### src/rtl/uart_pkg.sv
// Shared types and helpers for the UART engine: FSM state encodings,
// parity codes and the data-width decode.
package uart_pkg;

  localparam int unsigned MIN_DIV = 4;

  localparam logic [1:0] PAR_NONE = 2'b00;
  localparam logic [1:0] PAR_EVEN = 2'b01;
  localparam logic [1:0] PAR_ODD  = 2'b10;

  typedef enum logic [2:0] {
    TX_IDLE, TX_START, TX_DATA, TX_PARITY, TX_STOP, TX_GUARD
  } tx_state_e;

  typedef enum logic [2:0] {
    RX_IDLE, RX_START, RX_DATA, RX_PARITY, RX_STOP, RX_WAIT_HIGH
  } rx_state_e;

  // 00..11 -> 5..8 data bits
  function automatic logic [3:0] data_bits(input logic [1:0] cfg);
    return 4'(cfg) + 4'd5;
  endfunction

  // 11 is treated like 00: no parity bit on the wire
  function automatic logic parity_on(input logic [1:0] cfg);
    return (cfg == PAR_EVEN) || (cfg == PAR_ODD);
  endfunction

endpackage

### src/rtl/uart_bit_timer.sv
// Free-running bit-period counter: cleared on demand, wraps at the terminal
// count, and flags both the terminal count and a second programmable count.
module uart_bit_timer #(
  parameter int unsigned DIV_W = 16
) (
  input  logic             clk,
  input  logic             rst_n,
  input  logic             clr_i,
  input  logic [DIV_W-1:0] tc_val_i,
  input  logic [DIV_W-1:0] half_val_i,
  output logic             tc_o,
  output logic             half_o
);

  logic [DIV_W-1:0] cnt_q;

  always_ff @(posedge clk) begin
    if (!rst_n)               cnt_q <= '0;
    else if (clr_i || tc_o)   cnt_q <= '0;
    else                      cnt_q <= cnt_q + DIV_W'(1);
  end

  assign tc_o   = (cnt_q == tc_val_i);
  assign half_o = (cnt_q == half_val_i);

endmodule

### src/rtl/uart_core_param.sv
// Runtime-configurable UART: handshaked transmitter with RS485 driver-enable
// guard, and a majority-voting receiver reporting parity/framing/break.
module uart_core_param
  import uart_pkg::*;
#(
  parameter int unsigned DIV_W       = 16,
  parameter bit          LSB_FIRST   = 1'b1,
  parameter bit          HALF_DUPLEX = 1'b0,
  parameter int unsigned GUARD_BITS  = 1
) (
  input  logic             clk,
  input  logic             rst_n,
  input  logic [DIV_W-1:0] baud_div,
  input  logic [1:0]       cfg_data_bits,
  input  logic [1:0]       cfg_parity,
  input  logic             cfg_stop2,
  input  logic [7:0]       tx_data,
  input  logic             tx_valid,
  output logic             tx_ready,
  output logic             tx_busy,
  output logic             tx_done,
  output logic [7:0]       rx_data,
  output logic             rx_valid,
  output logic             rx_parity_err,
  output logic             rx_frame_err,
  output logic             rx_break,
  output logic             ser_tx,
  output logic             ser_de,
  output logic             ser_re_n,
  input  logic             ser_rx
);

  localparam logic [2:0] GUARD_LAST = (GUARD_BITS == 0) ? 3'd0 : 3'(GUARD_BITS - 1);

  function automatic logic [DIV_W-1:0] div_eff(input logic [DIV_W-1:0] d);
    return (d < DIV_W'(MIN_DIV)) ? DIV_W'(MIN_DIV) : d;
  endfunction

  // Reorder the byte so the transmitter always shifts out bit 0 first
  function automatic logic [7:0] tx_order(input logic [7:0] d, input logic [2:0] last);
    logic [7:0] o;
    o = '0;
    for (int i = 0; i < 8; i++) begin
      if (3'(i) <= last) o[i] = LSB_FIRST ? d[i] : d[last - 3'(i)];
    end
    return o;
  endfunction

  logic [2:0] cfg_last_c;
  logic [7:0] tx_mask_c;
  assign cfg_last_c = 3'(data_bits(cfg_data_bits) - 4'd1);
  assign tx_mask_c  = 8'hFF >> (3'd7 - cfg_last_c);

  // ---------------- transmitter ----------------
  tx_state_e        tx_state_q;
  logic [DIV_W-1:0] tx_div_q;
  logic [2:0]       tx_last_q, tx_cnt_q;
  logic             tx_par_en_q, tx_stop2_q, tx_par_q;
  logic [7:0]       tx_shift_q;
  logic             tx_ready_q, tx_busy_q, tx_done_q, ser_tx_q, ser_de_q;
  logic             tx_tc, tx_pre;

  // Second compare sits one cycle before terminal count to time tx_done
  uart_bit_timer #(.DIV_W(DIV_W)) u_tx_timer (
    .clk        (clk),
    .rst_n      (rst_n),
    .clr_i      (tx_state_q == TX_IDLE),
    .tc_val_i   (tx_div_q - DIV_W'(1)),
    .half_val_i (tx_div_q - DIV_W'(2)),
    .tc_o       (tx_tc),
    .half_o     (tx_pre)
  );

  always_ff @(posedge clk) begin
    if (!rst_n) begin
      tx_state_q  <= TX_IDLE;
      tx_div_q    <= DIV_W'(MIN_DIV);
      tx_last_q   <= 3'd7;
      tx_cnt_q    <= 3'd0;
      tx_par_en_q <= 1'b0;
      tx_stop2_q  <= 1'b0;
      tx_par_q    <= 1'b0;
      tx_shift_q  <= 8'h00;
      tx_ready_q  <= 1'b1;
      tx_busy_q   <= 1'b0;
      tx_done_q   <= 1'b0;
      ser_tx_q    <= 1'b1;
      ser_de_q    <= 1'b0;
    end else begin
      tx_done_q <= 1'b0;
      case (tx_state_q)
        TX_IDLE: begin
          if (tx_valid && tx_ready_q) begin
            tx_state_q  <= TX_START;
            tx_div_q    <= div_eff(baud_div);
            tx_last_q   <= cfg_last_c;
            tx_par_en_q <= parity_on(cfg_parity);
            tx_stop2_q  <= cfg_stop2;
            tx_shift_q  <= tx_order(tx_data, cfg_last_c);
            tx_par_q    <= (^(tx_data & tx_mask_c)) ^ (cfg_parity == PAR_ODD);
            tx_cnt_q    <= 3'd0;
            tx_ready_q  <= 1'b0;
            tx_busy_q   <= 1'b1;
            ser_tx_q    <= 1'b0;
            ser_de_q    <= 1'b1;
          end
        end
        TX_START: begin
          if (tx_tc) begin
            ser_tx_q   <= tx_shift_q[0];
            tx_shift_q <= tx_shift_q >> 1;
            tx_state_q <= TX_DATA;
          end
        end
        TX_DATA: begin
          if (tx_tc) begin
            if (tx_cnt_q == tx_last_q) begin
              tx_cnt_q <= 3'd0;
              if (tx_par_en_q) begin
                ser_tx_q   <= tx_par_q;
                tx_state_q <= TX_PARITY;
              end else begin
                ser_tx_q   <= 1'b1;
                tx_state_q <= TX_STOP;
              end
            end else begin
              tx_cnt_q   <= tx_cnt_q + 3'd1;
              ser_tx_q   <= tx_shift_q[0];
              tx_shift_q <= tx_shift_q >> 1;
            end
          end
        end
        TX_PARITY: begin
          if (tx_tc) begin
            ser_tx_q   <= 1'b1;
            tx_state_q <= TX_STOP;
          end
        end
        TX_STOP: begin
          if (tx_pre && (tx_cnt_q == {2'b00, tx_stop2_q})) tx_done_q <= 1'b1;
          if (tx_tc) begin
            if (tx_cnt_q == {2'b00, tx_stop2_q}) begin
              tx_cnt_q <= 3'd0;
              if (GUARD_BITS != 0) begin
                tx_state_q <= TX_GUARD;
              end else begin
                tx_state_q <= TX_IDLE;
                tx_ready_q <= 1'b1;
                tx_busy_q  <= 1'b0;
                ser_de_q   <= 1'b0;
              end
            end else begin
              tx_cnt_q <= tx_cnt_q + 3'd1;
            end
          end
        end
        TX_GUARD: begin
          if (tx_tc) begin
            if (tx_cnt_q == GUARD_LAST) begin
              tx_state_q <= TX_IDLE;
              tx_ready_q <= 1'b1;
              tx_busy_q  <= 1'b0;
              ser_de_q   <= 1'b0;
            end else begin
              tx_cnt_q <= tx_cnt_q + 3'd1;
            end
          end
        end
        default: tx_state_q <= TX_IDLE;
      endcase
    end
  end

  assign tx_ready = tx_ready_q;
  assign tx_busy  = tx_busy_q;
  assign tx_done  = tx_done_q;
  assign ser_tx   = ser_tx_q;
  assign ser_de   = ser_de_q;
  assign ser_re_n = HALF_DUPLEX ? ser_de_q : 1'b0;

  // ---------------- receiver ----------------
  rx_state_e        rx_state_q;
  logic [1:0]       rx_sync_q;
  logic [2:0]       rx_smp_q;
  logic [DIV_W-1:0] rx_div_q;
  logic [2:0]       rx_last_q, rx_cnt_q, rx_idx_c;
  logic             rx_par_en_q, rx_odd_q, rx_par_acc_q, rx_brk_q, rx_perr_q;
  logic [7:0]       rx_shift_q;
  logic [7:0]       rx_data_q;
  logic             rx_valid_q, rx_parity_err_q, rx_frame_err_q, rx_break_q;
  logic             rx_maj_c, rx_fall_c, rx_tc, rx_half;

  assign rx_maj_c  = (rx_smp_q[0] & rx_smp_q[1]) | (rx_smp_q[0] & rx_smp_q[2]) |
                     (rx_smp_q[1] & rx_smp_q[2]);
  assign rx_fall_c = rx_smp_q[1] & ~rx_smp_q[0];
  assign rx_idx_c  = LSB_FIRST ? rx_cnt_q : (rx_last_q - rx_cnt_q);

  // Restart at mid-start so later samples land mid-bit
  uart_bit_timer #(.DIV_W(DIV_W)) u_rx_timer (
    .clk        (clk),
    .rst_n      (rst_n),
    .clr_i      ((rx_state_q == RX_IDLE) || ((rx_state_q == RX_START) && rx_half)),
    .tc_val_i   (rx_div_q - DIV_W'(1)),
    .half_val_i (rx_div_q >> 1),
    .tc_o       (rx_tc),
    .half_o     (rx_half)
  );

  always_ff @(posedge clk) begin
    if (!rst_n) begin
      rx_state_q      <= RX_IDLE;
      rx_sync_q       <= 2'b11;
      rx_smp_q        <= 3'b111;
      rx_div_q        <= DIV_W'(MIN_DIV);
      rx_last_q       <= 3'd7;
      rx_cnt_q        <= 3'd0;
      rx_par_en_q     <= 1'b0;
      rx_odd_q        <= 1'b0;
      rx_par_acc_q    <= 1'b0;
      rx_brk_q        <= 1'b0;
      rx_perr_q       <= 1'b0;
      rx_shift_q      <= 8'h00;
      rx_data_q       <= 8'h00;
      rx_valid_q      <= 1'b0;
      rx_parity_err_q <= 1'b0;
      rx_frame_err_q  <= 1'b0;
      rx_break_q      <= 1'b0;
    end else begin
      rx_sync_q  <= {rx_sync_q[0], ser_rx};
      rx_smp_q   <= {rx_smp_q[1:0], rx_sync_q[1]};
      rx_valid_q <= 1'b0;
      case (rx_state_q)
        RX_IDLE: begin
          if (rx_fall_c && !(HALF_DUPLEX && ser_de_q)) begin
            rx_state_q   <= RX_START;
            rx_div_q     <= div_eff(baud_div);
            rx_last_q    <= cfg_last_c;
            rx_par_en_q  <= parity_on(cfg_parity);
            rx_odd_q     <= (cfg_parity == PAR_ODD);
            rx_cnt_q     <= 3'd0;
            rx_shift_q   <= 8'h00;
            rx_par_acc_q <= 1'b0;
            rx_brk_q     <= 1'b1;
            rx_perr_q    <= 1'b0;
          end
        end
        RX_START: begin
          if (rx_half) rx_state_q <= rx_maj_c ? RX_IDLE : RX_DATA;
        end
        RX_DATA: begin
          if (rx_tc) begin
            rx_shift_q[rx_idx_c] <= rx_maj_c;
            rx_par_acc_q         <= rx_par_acc_q ^ rx_maj_c;
            rx_brk_q             <= rx_brk_q & ~rx_maj_c;
            if (rx_cnt_q == rx_last_q) begin
              rx_cnt_q   <= 3'd0;
              rx_state_q <= rx_par_en_q ? RX_PARITY : RX_STOP;
            end else begin
              rx_cnt_q <= rx_cnt_q + 3'd1;
            end
          end
        end
        RX_PARITY: begin
          if (rx_tc) begin
            rx_perr_q  <= rx_maj_c ^ rx_par_acc_q ^ rx_odd_q;
            rx_brk_q   <= rx_brk_q & ~rx_maj_c;
            rx_state_q <= RX_STOP;
          end
        end
        RX_STOP: begin
          if (rx_tc) begin
            rx_valid_q      <= 1'b1;
            rx_data_q       <= rx_shift_q;
            rx_parity_err_q <= rx_perr_q;
            rx_frame_err_q  <= ~rx_maj_c;
            rx_break_q      <= rx_brk_q & ~rx_maj_c;
            rx_state_q      <= rx_maj_c ? RX_IDLE : RX_WAIT_HIGH;
          end
        end
        RX_WAIT_HIGH: begin
          if (rx_maj_c) rx_state_q <= RX_IDLE;
        end
        default: rx_state_q <= RX_IDLE;
      endcase
    end
  end

  assign rx_data       = rx_data_q;
  assign rx_valid      = rx_valid_q;
  assign rx_parity_err = rx_parity_err_q;
  assign rx_frame_err  = rx_frame_err_q;
  assign rx_break      = rx_break_q;

endmodule

### config.mk
export PLATFORM = sky130hd
export DESIGN_NAME = uart_core_param
export DESIGN_NICKNAME = d
export VERILOG_FILES = /design/src/rtl/uart_pkg.sv /design/src/rtl/uart_bit_timer.sv /design/src/rtl/uart_core_param.sv
export SDC_FILE = /design/constraint.sdc
export NUM_CORES = 1
export LEC_CHECK = 0
export CAP_MARGIN = 20
export CELL_PAD_IN_SITES_DETAIL_PLACEMENT = 0
export CELL_PAD_IN_SITES_GLOBAL_PLACEMENT = 2
export CORE_ASPECT_RATIO = 1.1
export CORE_MARGIN = 3
export CORE_UTILIZATION = 36
export DETAILED_ROUTE_END_ITERATION = 12
export GPL_ROUTABILITY_DRIVEN = 0
export HOLD_SLACK_MARGIN = 0.05
export PLACE_DENSITY_LB_ADDON = 0.1
export SYNTH_ARGS = -nofsm -noshare
export SYNTH_HDL_FRONTEND = slang
export SYNTH_SLANG_ARGS = --single-unit
### constraint.sdc
create_clock -name clk -period 3.4 [get_ports clk]
set_clock_uncertainty 0.1 [all_clocks]
set_input_delay 0.68 -clock clk [delete_from_list [all_inputs] [get_ports clk]]
set_output_delay 0.68 -clock clk [all_outputs]
set_load 0.02 [all_outputs]
==> results.md <==
* Outcome: finished clean
* Clock tree root buffer cell: clkbuf_16
* Post-route setup slack at 181 ps
* EDFF count, synth at 0
* Final hold violations at 0
* Rows at 53
* Final ANT Viol Nets at 0
* Commonest non-fill, non-tap cell in the layout: nand2_1
* Gate Count Post-Synth at 896
* Clk_lat worst skew at 420 ps
* Layout cell share with drive strength beyond 1 at 0.0723
* Area delta synth->final at 19.2%
* Synth async-reset ratio at 0
* Syn nets at 938
* Die Ht at 154 um
* TritonCTS clock tree: done
* Most used DFF post-synth: dfxtp_1
* Yosys warnings at 0
* Pin slew with the least headroom to its limit at 809 ps
* Sequential share of the synthesized area at 0.348
* Ant diodes at 0
* Distinct cell type count after synthesis at 69
* Core ar. at 0.0194 mm^2
* Setup TNS at 0 ps
* Max Fclk at 311 MHz
* Clk buf depth at 2
* Die width at 141 um
* Initial DRC count at 452
* Peak supply drop at 0.000328 V
* Overflow after GRT at 0
* DIE AREA at 0.0217 mm^2
* Slew Limit Fails at 0
* Syn Area/Cell at 8.02 um^2
* I/O pin count at 51
* Total power at 5.61 mW
* First-pass GRT wire length at 30.2 mm
* Setup violators final at 0
* Fin nets at 969
* Final WL at 17.7 mm
* Number of H-tree levels at 4
* Starting Density at 0.371
* Slew margin rel. at 0.459
* Synth top area share at 0.348
* Crit end category: flop
* Dpl ws at 110 ps
* Wire per inst at 14.9 um
* Largest area contributor in the netlist: dfxtp_1
* Post-Syn Area at 0.00718 mm^2
* Data required, critical path at 3610 ps
* Leakage at 3.13 nW
* Worst Hold Class: flop to flop
* RSZ-0062 raised after global routing: yes
* Utilization after layout at 0.442
* TritonCTS Buffers at 17
* Filler cells at 1963
* Dpl hpwl at 12.9 mm
* Post-route clock period utilization at 0.947
* Fin crit period at 3220 ps
* Kind of critical path: flop to flop
* #FFs+latches synth at 125
* Arr. time, crit path at 3430 ps
* Final hold slack at 314 ps
* Synth area leaders: dfxtp_1 35%, xnor2_1 8.5%, nand2_1 7.0%
* Commonest cells after routing, fill and taps aside: 133 x nand2_1, 125 x dfxtp_1, 79 x nor2_1
* Pin count of the biggest net entering global routing at 98
* Hold Buf Count CTS at 0
* Initial antenna violation count at 0
* Clk sink count at 125
* Router iterations before antenna repair at 5
* Largest fanout on the critical path at 7
* Max Cap Violations at 0
* Pwr dens at 656 mW/mm^2
* Port Buffer Count at 49
* Vias in the first global route at 6046
* CP Launch Type: flop
* Number of remaining DRC errors at 0
* Vias post-DR at 6224
* Vias/cell at 5.24
* GRT Util Overall at 0.169
* Worst-path clk slew at 60 ps
## cells in the mapped netlist (17+ instances only)
master / n
o21ai_0: 33
mux2i_1: 19
xnor2_1: 70
a21oi_1: 17
clkbuf_1: 46
nor2_1: 80
inv_1: 26
xor2_1: 40
a21boi_0: 36
nand3_1: 42
dfxtp_1: 125
nand2_1: 133
## sequential cells by signal, summed over array words and instances, names as in the netlist, 3 cells and up
| name | cells |
|---|---|
| rx_div_q | 16 |
| tx_div_q | 16 |
| u_rx_timer.cnt_q | 16 |
| u_tx_timer.cnt_q | 16 |
| rx_data | 8 |
| rx_shift_q | 8 |
| tx_shift_q | 8 |
| rx_cnt_q | 3 |
| rx_smp_q | 3 |
| rx_state_q | 3 |
| tx_cnt_q | 3 |
| tx_state_q | 3 |
## area by class of cell
cell class	instances	area [um^2]	area share
multi-input combinational	686	4340	0.507
sequential	125	2500	0.292
timing repair buffer	71	713	0.0833
clock buffer	18	439	0.0513
tap	247	309	0.0361
clock inverter	14	158	0.0184
inverter	26	97.6	0.0114
## per-layer routing
layer,part of all wire,global-route usage,up-vias
met2,0.46,0.269,115
met5,0,0,-
met3,0.037,0.0383,19
met4,0.014,0.0475,0
li1,-,-,3176
met1,0.49,0.229,2914
## kinds of logic after synthesis
group / after synthesis / synth area share
AOI/OAI and AO/OA: 176 / 0.172
xor gates and xnor gates: 110 / 0.134
adders and majority gates: 9 / 0.0157
buffers and inverters: 85 / 0.0507
DFF: 125 / 0.348
muxes: 20 / 0.0280
other: 1 / 0.000522
and+or+nand+nor: 370 / 0.250
## power by group
part / internal [mW] / switching [mW] / leakage [nW]
logic: 0.828 / 1.04 / 1.83
clock network: 1.11 / 0.725 / 0.285
registers: 1.65 / 0.260 / 1.02
total: 3.59 / 2.03 / 3.13
## worst paths after layout
| check | from | end | slack (ps) | cells past startpoint |
|---|---|---|---|---|
| hold reg to reg | rx_sync_q[0] | rx_sync_q[1] | 310 | 1 |
| setup / recovery | tx_div_q[1] | tx_state_q[2] | 180 | 9 |
| hold / removal | rx_sync_q[0] | rx_sync_q[1] | 310 | 1 |
| setup reg to reg | tx_div_q[1] | tx_state_q[2] | 180 | 9 |
## critical path: stages (launching register included)
cell	delay, ps
dfxtp_1	340
inv_1	90
ha_1	280
or4b_2	630
o31ai_1	260
o2111ai_1	200
nor4_4	320
nand2_1	270
a22o_1	280
o311a_1	340
## repair_timing
| action | CTS | global route |
|---|---|---|
| setup endpoints to repair | 0 | 32 |
| resized for setup | 0 | 2 |
| endpoints found under the hold margin | 0 | 0 |
| setup buffers | 0 | 1 |
## through the flow
step                      cells  area, um^2
after floorplan             896        7180
after global placement     1154        7930
after detailed placement   1154        7930
after CTS                  1186        8530
after global routing       1187        8560
final                      1187        8560
Note: power is estimated with default switching activity, not from simulation.
